### config.mk
export PLATFORM = sky130hd
export DESIGN_NAME = seg7_scan_driver
export DESIGN_NICKNAME = d
export VERILOG_FILES = /design/src/rtl/seg7_pkg.sv /design/src/rtl/seg7_glyph_rom.sv /design/src/rtl/seg7_scan_driver.sv
export SDC_FILE = /design/constraint.sdc
export NUM_CORES = 1
export LEC_CHECK = 0
export BUFFER_PORTS_ARGS = -buffer_cell sky130_fd_sc_hd__buf_2
export CORE_ASPECT_RATIO = 1.25
export CORE_MARGIN = 1
export CORE_UTILIZATION = 55
export CTS_BUF_LIST = sky130_fd_sc_hd__clkbuf_8
export DETAILED_ROUTE_END_ITERATION = 6
export PLACE_DENSITY_LB_ADDON = 0.1
export SLEW_MARGIN = 40
export SYNTH_ARGS = -nofsm -noshare
export SYNTH_HDL_FRONTEND = slang
export SYNTH_SLANG_ARGS = --single-unit
### constraint.sdc
create_clock -name clk -period 4.4 [get_ports clk]
set_input_delay 0.22 -clock clk [delete_from_list [all_inputs] [get_ports clk]]
set_output_delay 0.22 -clock clk [all_outputs]
set_load 0.03 [all_outputs]
### src/rtl/seg7_pkg.sv
// Shared constants for the 7-segment scan driver: glyph patterns
// ({g,f,e,d,c,b,a}, active-low), widths and slot-length helper.
package seg7_pkg;

    localparam int NIB_W = 4;

    localparam logic [6:0] GLYPH_0     = 7'b1000000;
    localparam logic [6:0] GLYPH_1     = 7'b1111001;
    localparam logic [6:0] GLYPH_2     = 7'b0100100;
    localparam logic [6:0] GLYPH_3     = 7'b0110000;
    localparam logic [6:0] GLYPH_4     = 7'b0011001;
    localparam logic [6:0] GLYPH_5     = 7'b0010010;
    localparam logic [6:0] GLYPH_6     = 7'b0000010;
    localparam logic [6:0] GLYPH_7     = 7'b1111000;
    localparam logic [6:0] GLYPH_8     = 7'b0000000;
    localparam logic [6:0] GLYPH_9     = 7'b0010000;
    localparam logic [6:0] GLYPH_HA    = 7'b0001000;
    localparam logic [6:0] GLYPH_HB    = 7'b0000011;
    localparam logic [6:0] GLYPH_HC    = 7'b1000110;
    localparam logic [6:0] GLYPH_HD    = 7'b0100001;
    localparam logic [6:0] GLYPH_HE    = 7'b0000110;
    localparam logic [6:0] GLYPH_HF    = 7'b0001110;
    localparam logic [6:0] GLYPH_DASH  = 7'b0111111;
    localparam logic [6:0] GLYPH_BLANK = 7'b1111111;

    function automatic int slot_cyc(
        input int clk_hz,
        input int refresh_hz,
        input int num_digits
    );
        return clk_hz / (refresh_hz * num_digits);
    endfunction

    function automatic int idx_w(input int n);
        return (n > 1) ? $clog2(n) : 1;
    endfunction

endpackage

### src/rtl/seg7_glyph_rom.sv
// Nibble to active-low 7-segment pattern. hex_mode=0 keeps the
// legacy table where A shows a dash and F is dark.
module seg7_glyph_rom
    import seg7_pkg::*;
(
    input  logic [3:0] nibble,
    input  logic       hex_mode,
    output logic [6:0] glyph
);

    always_comb begin
        glyph = GLYPH_BLANK;
        unique case (nibble)
            4'h0: glyph = GLYPH_0;
            4'h1: glyph = GLYPH_1;
            4'h2: glyph = GLYPH_2;
            4'h3: glyph = GLYPH_3;
            4'h4: glyph = GLYPH_4;
            4'h5: glyph = GLYPH_5;
            4'h6: glyph = GLYPH_6;
            4'h7: glyph = GLYPH_7;
            4'h8: glyph = GLYPH_8;
            4'h9: glyph = GLYPH_9;
            4'hA: glyph = hex_mode ? GLYPH_HA : GLYPH_DASH;
            4'hB: glyph = GLYPH_HB;
            4'hC: glyph = GLYPH_HC;
            4'hD: glyph = GLYPH_HD;
            4'hE: glyph = GLYPH_HE;
            4'hF: glyph = hex_mode ? GLYPH_HF : GLYPH_BLANK;
            default: glyph = GLYPH_BLANK;
        endcase
    end

endmodule

### src/rtl/seg7_scan_driver.sv
// Double-buffered N-digit 7-segment scanner with ghost gaps.
// Define SEG7_DIM_EN to add the bright[3:0] PWM dimming input.
module seg7_scan_driver
    import seg7_pkg::*;
#(
    parameter int NUM_DIGITS     = 4,
    parameter int CLK_HZ         = 100_000_000,
    parameter int REFRESH_HZ     = 1000,
    parameter int GHOST_CYC      = 64,
    parameter bit SEG_ACTIVE_LOW = 1'b1,
    parameter bit AN_ACTIVE_LOW  = 1'b1
) (
    input  logic                    clk,
    input  logic                    rst_n,
    input  logic                    load,
    input  logic [4*NUM_DIGITS-1:0] digits,
    input  logic [NUM_DIGITS-1:0]   blank,
    input  logic [NUM_DIGITS-1:0]   dp,
    input  logic                    hex_mode,
`ifdef SEG7_DIM_EN
    input  logic [3:0]              bright,
`endif
    output logic [6:0]              seg,
    output logic                    dp_out,
    output logic [NUM_DIGITS-1:0]   an,
    output logic                    frame_pulse
);

    localparam int SLOT_CYC = slot_cyc(CLK_HZ, REFRESH_HZ, NUM_DIGITS);
    localparam int CW = $clog2(SLOT_CYC);
    localparam int IW = idx_w(NUM_DIGITS);
    localparam int DW = NIB_W * NUM_DIGITS;

    localparam logic [CW-1:0] SLOT_LAST = CW'(SLOT_CYC - 1);
    localparam logic [CW-1:0] GHOST     = CW'(GHOST_CYC);
    localparam logic [IW-1:0] IDX_LAST  = IW'(NUM_DIGITS - 1);

    localparam logic [6:0] SEG_INV = SEG_ACTIVE_LOW ? 7'h00 : 7'h7F;
    localparam logic       DP_INV  = !SEG_ACTIVE_LOW;
    localparam logic [NUM_DIGITS-1:0] AN_INV =
        AN_ACTIVE_LOW ? {NUM_DIGITS{1'b1}} : {NUM_DIGITS{1'b0}};

    localparam logic [6:0] SEG_OFF = GLYPH_BLANK ^ SEG_INV;
    localparam logic       DP_OFF  = 1'b1 ^ DP_INV;

    logic [CW-1:0]         slot_cnt;
    logic [IW-1:0]         idx;
    logic [DW-1:0]         sh_digits, act_digits;
    logic [NUM_DIGITS-1:0] sh_blank, act_blank;
    logic [NUM_DIGITS-1:0] sh_dp, act_dp;

    logic                  slot_wrap;
    logic                  frame_wrap;
    logic                  lit;
    logic                  gate;
    logic [3:0]            cur_nib;
    logic [6:0]            glyph;
    logic [6:0]            seg_low;
    logic                  dp_low;
    logic [NUM_DIGITS-1:0] an_on;

    assign slot_wrap   = (slot_cnt == SLOT_LAST);
    assign frame_wrap  = slot_wrap && (idx == IDX_LAST);
    assign frame_pulse = frame_wrap;

    always_ff @(posedge clk or negedge rst_n) begin
        if (!rst_n) begin
            slot_cnt <= '0;
            idx      <= '0;
        end else if (slot_wrap) begin
            slot_cnt <= '0;
            idx      <= (idx == IDX_LAST) ? '0 : idx + 1'b1;
        end else begin
            slot_cnt <= slot_cnt + 1'b1;
        end
    end

    // Shadow takes every load; active only changes at frame wrap,
    // with a same-cycle load bypassing straight into active.
    always_ff @(posedge clk or negedge rst_n) begin
        if (!rst_n) begin
            sh_digits  <= '1;
            sh_blank   <= '1;
            sh_dp      <= '0;
            act_digits <= '1;
            act_blank  <= '1;
            act_dp     <= '0;
        end else begin
            if (load) begin
                sh_digits <= digits;
                sh_blank  <= blank;
                sh_dp     <= dp;
            end
            if (frame_wrap) begin
                act_digits <= load ? digits : sh_digits;
                act_blank  <= load ? blank  : sh_blank;
                act_dp     <= load ? dp     : sh_dp;
            end
        end
    end

`ifdef SEG7_DIM_EN
    logic [3:0] pwm_cnt;

    always_ff @(posedge clk or negedge rst_n) begin
        if (!rst_n) pwm_cnt <= '0;
        else        pwm_cnt <= pwm_cnt + 1'b1;
    end

    assign gate = (pwm_cnt <= bright);
`else
    assign gate = 1'b1;
`endif

    assign cur_nib = act_digits[{idx, 2'b00} +: 4];

    seg7_glyph_rom u_rom (
        .nibble   (cur_nib),
        .hex_mode (hex_mode),
        .glyph    (glyph)
    );

    assign seg_low = act_blank[idx] ? GLYPH_BLANK : glyph;
    assign dp_low  = ~(act_dp[idx] & ~act_blank[idx]);
    assign an_on   = NUM_DIGITS'(1) << idx;
    assign lit     = (slot_cnt != '0) && (slot_cnt >= GHOST) && gate;

    always_ff @(posedge clk or negedge rst_n) begin
        if (!rst_n) begin
            seg    <= SEG_OFF;
            dp_out <= DP_OFF;
            an     <= AN_INV;
        end else begin
            if (slot_cnt == '0) begin
                seg    <= seg_low ^ SEG_INV;
                dp_out <= dp_low ^ DP_INV;
            end
            an <= lit ? (an_on ^ AN_INV) : AN_INV;
        end
    end

endmodule

Yosys cells after proc, flatten, opt, wreduce, memory -nomap -nowiden:

Index checks and enable logic that the tools add are counted.

* input bits: 28
* output and inout port bits: 13
* flip-flop bits (word level): 77

* add/subtract/negate cells: 2
* multiplexer cells: 14
* shift-type cells: 2
* reduce and logical (&&, ||, !) cells: 5
* eq/ne operators: 17
* $lt $le $gt $ge: 2
* bitwise gates (word level): 4

Operator list (number)
* case mux 7 bit (16 select lines): 1
* == test 4 bit (second input constant): 8
* == test 4 x 3 -> 1 bit (second input constant): 4
* 2-to-1 mux 16 bit: 1
* indexed part select 16 x 5 -> 4 bit: 1
* adder 15 x 1 -> 15 bit (second input constant): 1
* == test 15 bit (second input constant): 1
* greater-or-equal comparator 15 x 7 -> 1 bit (second input constant): 1
* logical NOT 15 bit: 1
* 2-to-1 mux 15 bit: 1
* nonzero test 15 bit: 1
* 2-to-1 mux 7 bit: 2
* 2-to-1 mux 4 bit: 3
* == test 4 x 2 -> 1 bit (second input constant): 2
* 2-to-1 mux 6 bit: 1
* binary-select mux 1 bit (select 2 bit): 2
* == test 4 x 1 -> 1 bit (second input constant): 1
* logical NOT 4 bit: 1
* NOT 4 bit: 1
* left shift 1 x 2 -> 4 bit (first input constant): 1
* less-than comparator 2 x 3 -> 1 bit (second input constant): 1
* adder 2 x 1 -> 2 bit (second input constant): 1
* == test 2 bit (second input constant): 1
* logical AND 1 bit: 2
* 4 further kinds: 6

Longest topological paths before layout:

Gate-level depths: netlist (run 1).

* word-level depth: 5
* gate-level depth with buffers: 8
* mapped depth without buffers: 6

Cells and area by module:

A second synthesis (run 1) with hierarchy kept.

* cells, all modules: 266
* area total of the unflattened synthesis: 3602.2 sq um

By module, submodules not included
* seg7_scan_driver: cells an instance 223, area an instance 3352.0 sq um, seq. area each 1991.9 sq um, instances 1
* seg7_glyph_rom: cells an instance 43, area an instance 250.2 sq um, seq. area each 0.0 sq um, instances 1

Least setup slack after synthesis (run 1):

Ideal clock, no wire load.

* path kind: register -> register
* start point: register slot_cnt[10]
* end point: register act_digits[10]
* setup time: 62 ps
* period minus slack after synthesis: 2218 ps
* stages on the path, launching flop included: 8
* arrival: 2156 ps
* path slack: 2182 ps
* path buffers: 2
* path through: dfrtp_1 > or4_1 > nor2_1 > and4_1 > clkbuf_1 > clkbuf_1 > nand2_1 > nand2_1

* cells in the longest elaborated chain, start to end: 2

RTL lines
* start, declared: RTL line seg7_scan_driver.sv:46 `logic [CW-1:0] slot_cnt;`
* start signal, assigned: RTL line seg7_scan_driver.sv:74 `slot_cnt <= slot_cnt + 1'b1;`
* == test 15 bit: RTL line seg7_scan_driver.sv:62 `assign slot_wrap = (slot_cnt == SLOT_LAST);`
* logical AND 1 bit: RTL line seg7_scan_driver.sv:63 `assign frame_wrap = slot_wrap && (idx == IDX_LAST);`
* via frame_pulse: RTL line seg7_scan_driver.sv:26 `output logic frame_pulse`
* end signal, assigned: RTL line seg7_scan_driver.sv:95 `act_digits <= load ? digits : sh_digits;`
* end, declared: RTL line seg7_scan_driver.sv:48 `logic [DW-1:0] sh_digits, act_digits;`

The timed path passes the listed nets, and every way through them passes these cells.
A chain may end at the register's enable or synchronous reset.

Final worst setup path (run 1):

* start point: register slot_cnt[10]
* end point: output frame_pulse

* cells in the longest elaborated chain, start to end: 2

RTL lines (RTL line)
* == test 15 bit: seg7_scan_driver.sv:62
* logical AND 1 bit: seg7_scan_driver.sv:63
* end, declared: seg7_scan_driver.sv:26

Every way passes these cells.

==> results.md, run 1 <==
* Status: completed
* DR iter-0 viols at ~100
* Most common cell after layout, fill and taps aside: nand2_1
* Worst-Skew Late Latency at ~0.35 ns
* Port bufs at 40
* Inserted Clock Buffers at 9
* P&R area growth vs syn at 12.9%
* Net Count, Synth at ~360
* Final wirelength at between 6 and 7 mm
* Vias in the first global route at 2371
* CTS tree: yes
* Final cell count without fillers at approximately 450
* Vias at 2379
* Final Hold Viols at 0
* FF-to-FF setup slack at around 1.8 ns
* Max-slew violation count at 0
* Final setup fails at 0
* Rel. slew slack at 0.528
* Yosys reg bits at 77
* Power Dens Cells at about 320 nW/um^2
* Nature of the critical path endpoint: output port
* Global-route wire length before repair at about 11 mm
* Max Cap Viol at 0
* Critical path endpoint: frame_pulse
* CTS Sinks at just under 80
* R2R Path End: seg[2]$_DFFE_PN1P_
* R2r startpoint: slot_cnt[10]$_DFF_PN0_
* Drt drc at 0
* Final setup TNS at 0 ns
* Critical setup path kind: reg2out
* Synthesized area per cell at about 11 sq um
* Power share of the clock group at 0.374
* Startpoint Class: flop
* Ant. Diodes at 0
* Dpl hpwl at around 4.4 mm
* Post-route ant nets at 0
* Root buf cell: clkbuf_8
* Number of distinct library cells after synthesis at 40
* Crit-path max cell delay at ~0.59 ns
* Htree depth at 3
* Worst Setup SP: slot_cnt[10]$_DFF_PN0_
* Post-layout min period at 2.64 ns
* Internal power at 0.986 mW
* Crit-path cells: or4_1 -> nor2_1 -> and4_2 -> buf_2
* VDD IR max at 352 uV
* CTS Hold Bufs at 1
* Fin Clk Skew at 0.0117 ns
* Fmax at ~0.38 GHz
* Reg power frac at 0.576
* Ys async rst share at 1.00
* Worst Path Arrival at approximately 2.4 ns
* Layout cells sized above 1 at 0.401
* Synth Cell Area at between 3000 and 4000 sq um
* Die Y at slightly above 90 microns
* Core Rows at 32
* Comb pwr share at 0.050
* Total GRT Usage at 0.211
* Worst reg2reg path depth at 5
* Post-CTS resize count at 0
* Longest Clk Path Bufs at 2
* Req. time, crit path at 4.18 ns
* Fillers at approximately 470
* Tcrit/Tclk final at 0.600
* Die X at approximately 74 microns
* Pin count of the biggest net entering global routing at 50
* Total die area at 6800 sq um
* Post-CTS Setup Bufs at 0
* Worst Tran Pin Value at roughly 0.7 ns
* Final GP Congestion at just under 0.8
* Gr ovfl total at 0
* Clock Pin Slew Worst Setup and Hold Paths at approximately 0.090 ns
* Leading register cell type out of synthesis: dfstp_2
* Leakage at roughly 1.7 nW
* Hold Crit Class: in2reg
* Critical-path top delay cell: and4_2
* YS warnings at 0
* CP max FO at 25
* Wirelength per Cell at about 14 microns
* Overall Power at about 1.3 mW
* Switching Power at ~0.31 mW
* Worst path depth at 4
* Sw frac at 0.241
* EDFF count, synth at 0
* RSZ-0062 raised after global routing: false
* Dpl cells at 437
* Synth Instances at 325
* WP buf/inv at 1
* Seq/Total Area, Yosys at 0.560
* Vias per inst at ~5.2
* Initial antenna violation count at 0
* Starting density of the core at 0.574
* # nets final at between 300 and 400
* Core region area at just over 6000 sq um
* DRT Pass-1 Iters at 6
* Io pins at 41
* Crit path max-delay family: simple AND/OR/NAND/NOR gates
* Most frequent cells in the layout: 91 x nand2_1, 52 x dfstp_2, 40 x buf_2
[cells in the mapped netlist, drive strengths merged, types with 2 or more instances]
master | n | area, sq um
nand2 | 92 | 348
dfstp | 52 | 1370
dfrtp | 25 | 626
mux2 | 25 | 282
nor2 | 17 | 63.8
clkbuf | 13 | 48.8
nand3 | 9 | 45.0
xor2 | 9 | 78.8
inv | 7 | 26.3
xnor2 | 7 | 61.3
ha | 6 | 75.1
mux4 | 6 | 135
nand2b | 6 | 37.5
a21oi | 5 | 25.0
nor4 | 5 | 46.3
nor3 | 4 | 20.0
o22a | 4 | 35.0
a31oi | 3 | 18.8
and3 | 3 | 18.8
buf | 3 | 16.3
nand4 | 3 | 18.8
a221oi | 2 | 17.5
mux2i | 2 | 20.0
nor2b | 2 | 12.5
o21ai | 2 | 10.0
or2 | 2 | 12.5
or4 | 2 | 15.0
[cell type report]
class | instances | area (sq um) | area share
inverter | 7 | 26.3 | 0.00654
timing repair buffer | 44 | 233 | 0.0579
multi-input combinational | 225 | 1480 | 0.368
tap | 85 | 106 | 0.0265
sequential | 77 | 1990 | 0.496
clock inverter | 7 | 58.8 | 0.0146
clock buffer | 9 | 124 | 0.0308
[through the flow]
stage | hold slack, ns | worst slack [ns] | util | instance area [sq um]
CTS | 0.103 | 1.46 | 0.647 | 4020
finish | 0.110 | 1.76 | 0.647 | 4020
floorplan | -0.0756 | 2.18 | - | 3560
global placement | 0.273 | 1.85 | 0.614 | 3810
detailed placement | 0.269 | 1.79 | 0.616 | 3820
global route | 0.0988 | 1.61 | 0.647 | 4020
[power by group through the flow]
stage               sequential (mW)  clock [mW]  combinational (mW)
floorplan                     0.759           0              0.0347
global placement              0.760           0              0.0644
detailed placement            0.761           0              0.0654
CTS                           0.749       0.497              0.0665
global route                  0.752       0.526              0.0734
finish                        0.749       0.486              0.0646
[kinds of logic (layout without fill, tap and decap cells)]
| kind of cell | Yosys count | in the layout | share of synthesized area |
|---|---|---|---|
| XOR/XNOR | 16 | 16 | 0.0394 |
| adder cells (fa/ha/maj) | 6 | 6 | 0.0211 |
| AND/OR/NAND/NOR | 147 | 147 | 0.185 |
| buffers and inverters | 23 | 67 | 0.0257 |
| multiplexers | 33 | 33 | 0.123 |
| AO/OA/AOI/OAI | 23 | 23 | 0.0468 |
| flip-flops | 77 | 77 | 0.560 |
[worst min path at each step]
stage | start | depth (start not counted) | slack, ns | endpoint
floorplan | rst_n | 0 | -0.08 | act_dp[0]$_DFFE_PN0P_
global route | digits[0] | 2 | 0.1 | sh_digits[0]$_DFF_PN1_
CTS | digits[10] | 2 | 0.10 | sh_digits[10]$_DFF_PN1_
finish | digits[2] | 2 | 0.11 | sh_digits[2]$_DFF_PN1_
detailed placement | rst_n | 1 | 0.27 | idx[0]$_DFFE_PN0N_
global placement | rst_n | 1 | 0.27 | slot_cnt[4]$_DFF_PN0_
[metal layers]
metal	vias up	track usage	wire [microns]
li1	1175	-	-
met1	1163	0.261	2780
met2	30	0.351	3260
met3	11	0.0440	192
met4	0	0.0929	94
met5	-	0	0
[state kept, by name (all words and copies together) (netlist names)]
name	count
sh_digits	16
idx	2
dp_out	1
sh_dp	4
act_dp	4
seg	7
sh_blank	4
act_digits	16
an	4
act_blank	4
slot_cnt	15
(Power assumes the default switching activity.)
==> run 2, diff against run 1 <==
Settings changed: CORE_UTILIZATION 55 to 54.
Clock period 4.4 ns to 2.2 ns, I/O delays scaled along.
==> results.md, run 2 (same netlist as run 1, synthesis figures left out) <==
* Pin count of the biggest net entering global routing at 52
* Vias in the first global route at approximately 2500
* Fillers at between 500 and 600
* Ant. Diodes at 0
* Overall Power at 2.56 mW
* Most frequent cells in the layout: 91 x nand2_1, 52 x dfstp_2, 40 x buf_2
* Most common cell after layout, fill and taps aside: nand2_1
* CP max FO at 6
* Vias at 2535
* Worst Tran Pin Value at 0.521 ns
* Final setup fails at 0
* Layout cells sized above 1 at 0.435
* Final cell count without fillers at 485
* Total die area at 6920 sq um
* Initial antenna violation count at 0
* Dpl hpwl at roughly 4.8 mm
* Req. time, crit path at 2.47 ns
* Crit-path cells: or4_1 -> or3_4 -> nor4_4 -> buf_4 -> buf_12 -> o31a_1 -> a31oi_1
* Dpl cells at 458
* VDD IR max at 341 uV
* Final GP Congestion at between 0.8 and 0.9
* DR iter-0 viols at approximately 140
* Critical-path top delay cell: or4_1
* Multi-input combinational cell area at roughly 1500 sq um
* CTS tree: yes
* Hold Crit Class: in2reg
* Nature of the critical path endpoint: flop
* Core Rows at 32
* Max Cap Viol at 0
* Post-layout min period at approximately 2.2 ns
* Leakage at between 1.5 and 2 nW
* Status: completed
* Tcrit/Tclk final at 0.997
* Fin Clk Skew at between 0.01 and 0.015 ns
* Rel. slew slack at 0.653
* Post-route ant nets at 0
* Startpoint Class: flop
* Gr ovfl total at 0
* Wirelength per Cell at around 14 microns
* Core region area at roughly 6300 sq um
* Htree depth at 3
* DRT Pass-1 Iters at 4
* Final wirelength at between 6 and 7 mm
* P&R area growth vs syn at 20.7%
* Critical setup path kind: reg2reg
* Io pins at a little over 40
* Crit-path max cell delay at about 0.52 ns
* Clock Pin Slew Worst Setup and Hold Paths at roughly 0.080 ns
* # nets final at between 400 and 500
* Root buf cell: clkbuf_8
* CTS Sinks at 77
* Die Y at just over 90 microns
* RSZ-0062 raised after global routing: true
* Total GRT Usage at 0.222
* Final Hold Viols at 0
* Vias per inst at 5.23
* Die X at ~75 microns
* Global-route wire length before repair at around 11 mm
* Starting density of the core at 0.566
* Port bufs at 40
* Longest Clk Path Bufs at 2
* Fmax at 0.456 GHz
* Worst-Skew Late Latency at 0.36 ns
* Power Dens Cells at ~600 nW/um^2
* Worst Path Arrival at approximately 2.5 ns
* Inserted Clock Buffers at 9
* Drt drc at 0
* Max-slew violation count at 0
* Largest regs: act_digits (16), sh_digits (16), slot_cnt (15)
* Register Area at about 2000 sq um
## run 2: path summary, 6_finish.rpt
check / start / slack (ns) / endpoint / cells after the start
worst min-delay path: digits[10] / 0.003 / sh_digits[10]$_DFF_PN1_ / 2
worst max-delay path: slot_cnt[7]$_DFF_PN0_ / 0.006 / seg[6]$_DFFE_PN1P_ / 7
max in group asynchronous: rst_n / 1.58 / seg[2]$_DFFE_PN1P_ / 3
worst min register to register: act_digits[10]$_DFFE_PN1P_ / 0.45 / act_digits[10]$_DFFE_PN1P_ / 2
worst max register to register: slot_cnt[7]$_DFF_PN0_ / 0.006 / seg[6]$_DFFE_PN1P_ / 7
min in group asynchronous: rst_n / 0.29 / act_dp[3]$_DFFE_PN0P_ / 3
## run 2: per-stage QoR
stage                     worst slack, ns  cell area, sq um  hold WS [ns]  setup TNS (ns)  utilization
after floorplan                    0.0194              3560        -0.186               0            -
after global placement            -0.0312              4010         0.137         -0.0312        0.637
after detailed placement          -0.0731              4010         0.144         -0.0948        0.637
after CTS                         0.00878              4270       0.00203               0        0.679
after global routing               -0.108              4300       0.00541          -0.247        0.683
final                             0.00616              4300       0.00345               0        0.683
## run 2: layout make-up
type                       count  area share
clock buffer                   9      0.0288
timing repair buffer          75       0.119
tap                           85      0.0248
clock inverter                 7     0.00990
sequential                    77       0.464
multi-input combinational    225       0.348
inverter                       7     0.00612
## run 2: critical path: cells and delay by family, from the launching register on
kind	cells	cell delay, ns
AO/OA/AOI/OAI	2	0.20
buffers and inverters	2	0.32
flip-flops	1	0.38
AND/OR/NAND/NOR	3	1.21
## run 2: power breakdown
group	internal, mW	switching, mW	total, mW
sequential	1.49	0.00966	1.50
clock	0.405	0.516	0.921
combinational	0.0756	0.0699	0.145
total	1.97	0.596	2.56
## run 2: layer usage
metal  global-route usage  routed length [microns]
met2                0.383                     3560
met3               0.0468                      235
met1                0.255                     2820
met4                0.104                      176
met5                    0                        0
## run 2: what timing repair did
item	CTS	global route
gates resized for setup	2	4
hold endpoints to repair	33	0
pin swaps	1	5
setup endpoints to repair	7	6
hold buffers	9	0
buffers inserted	0	2
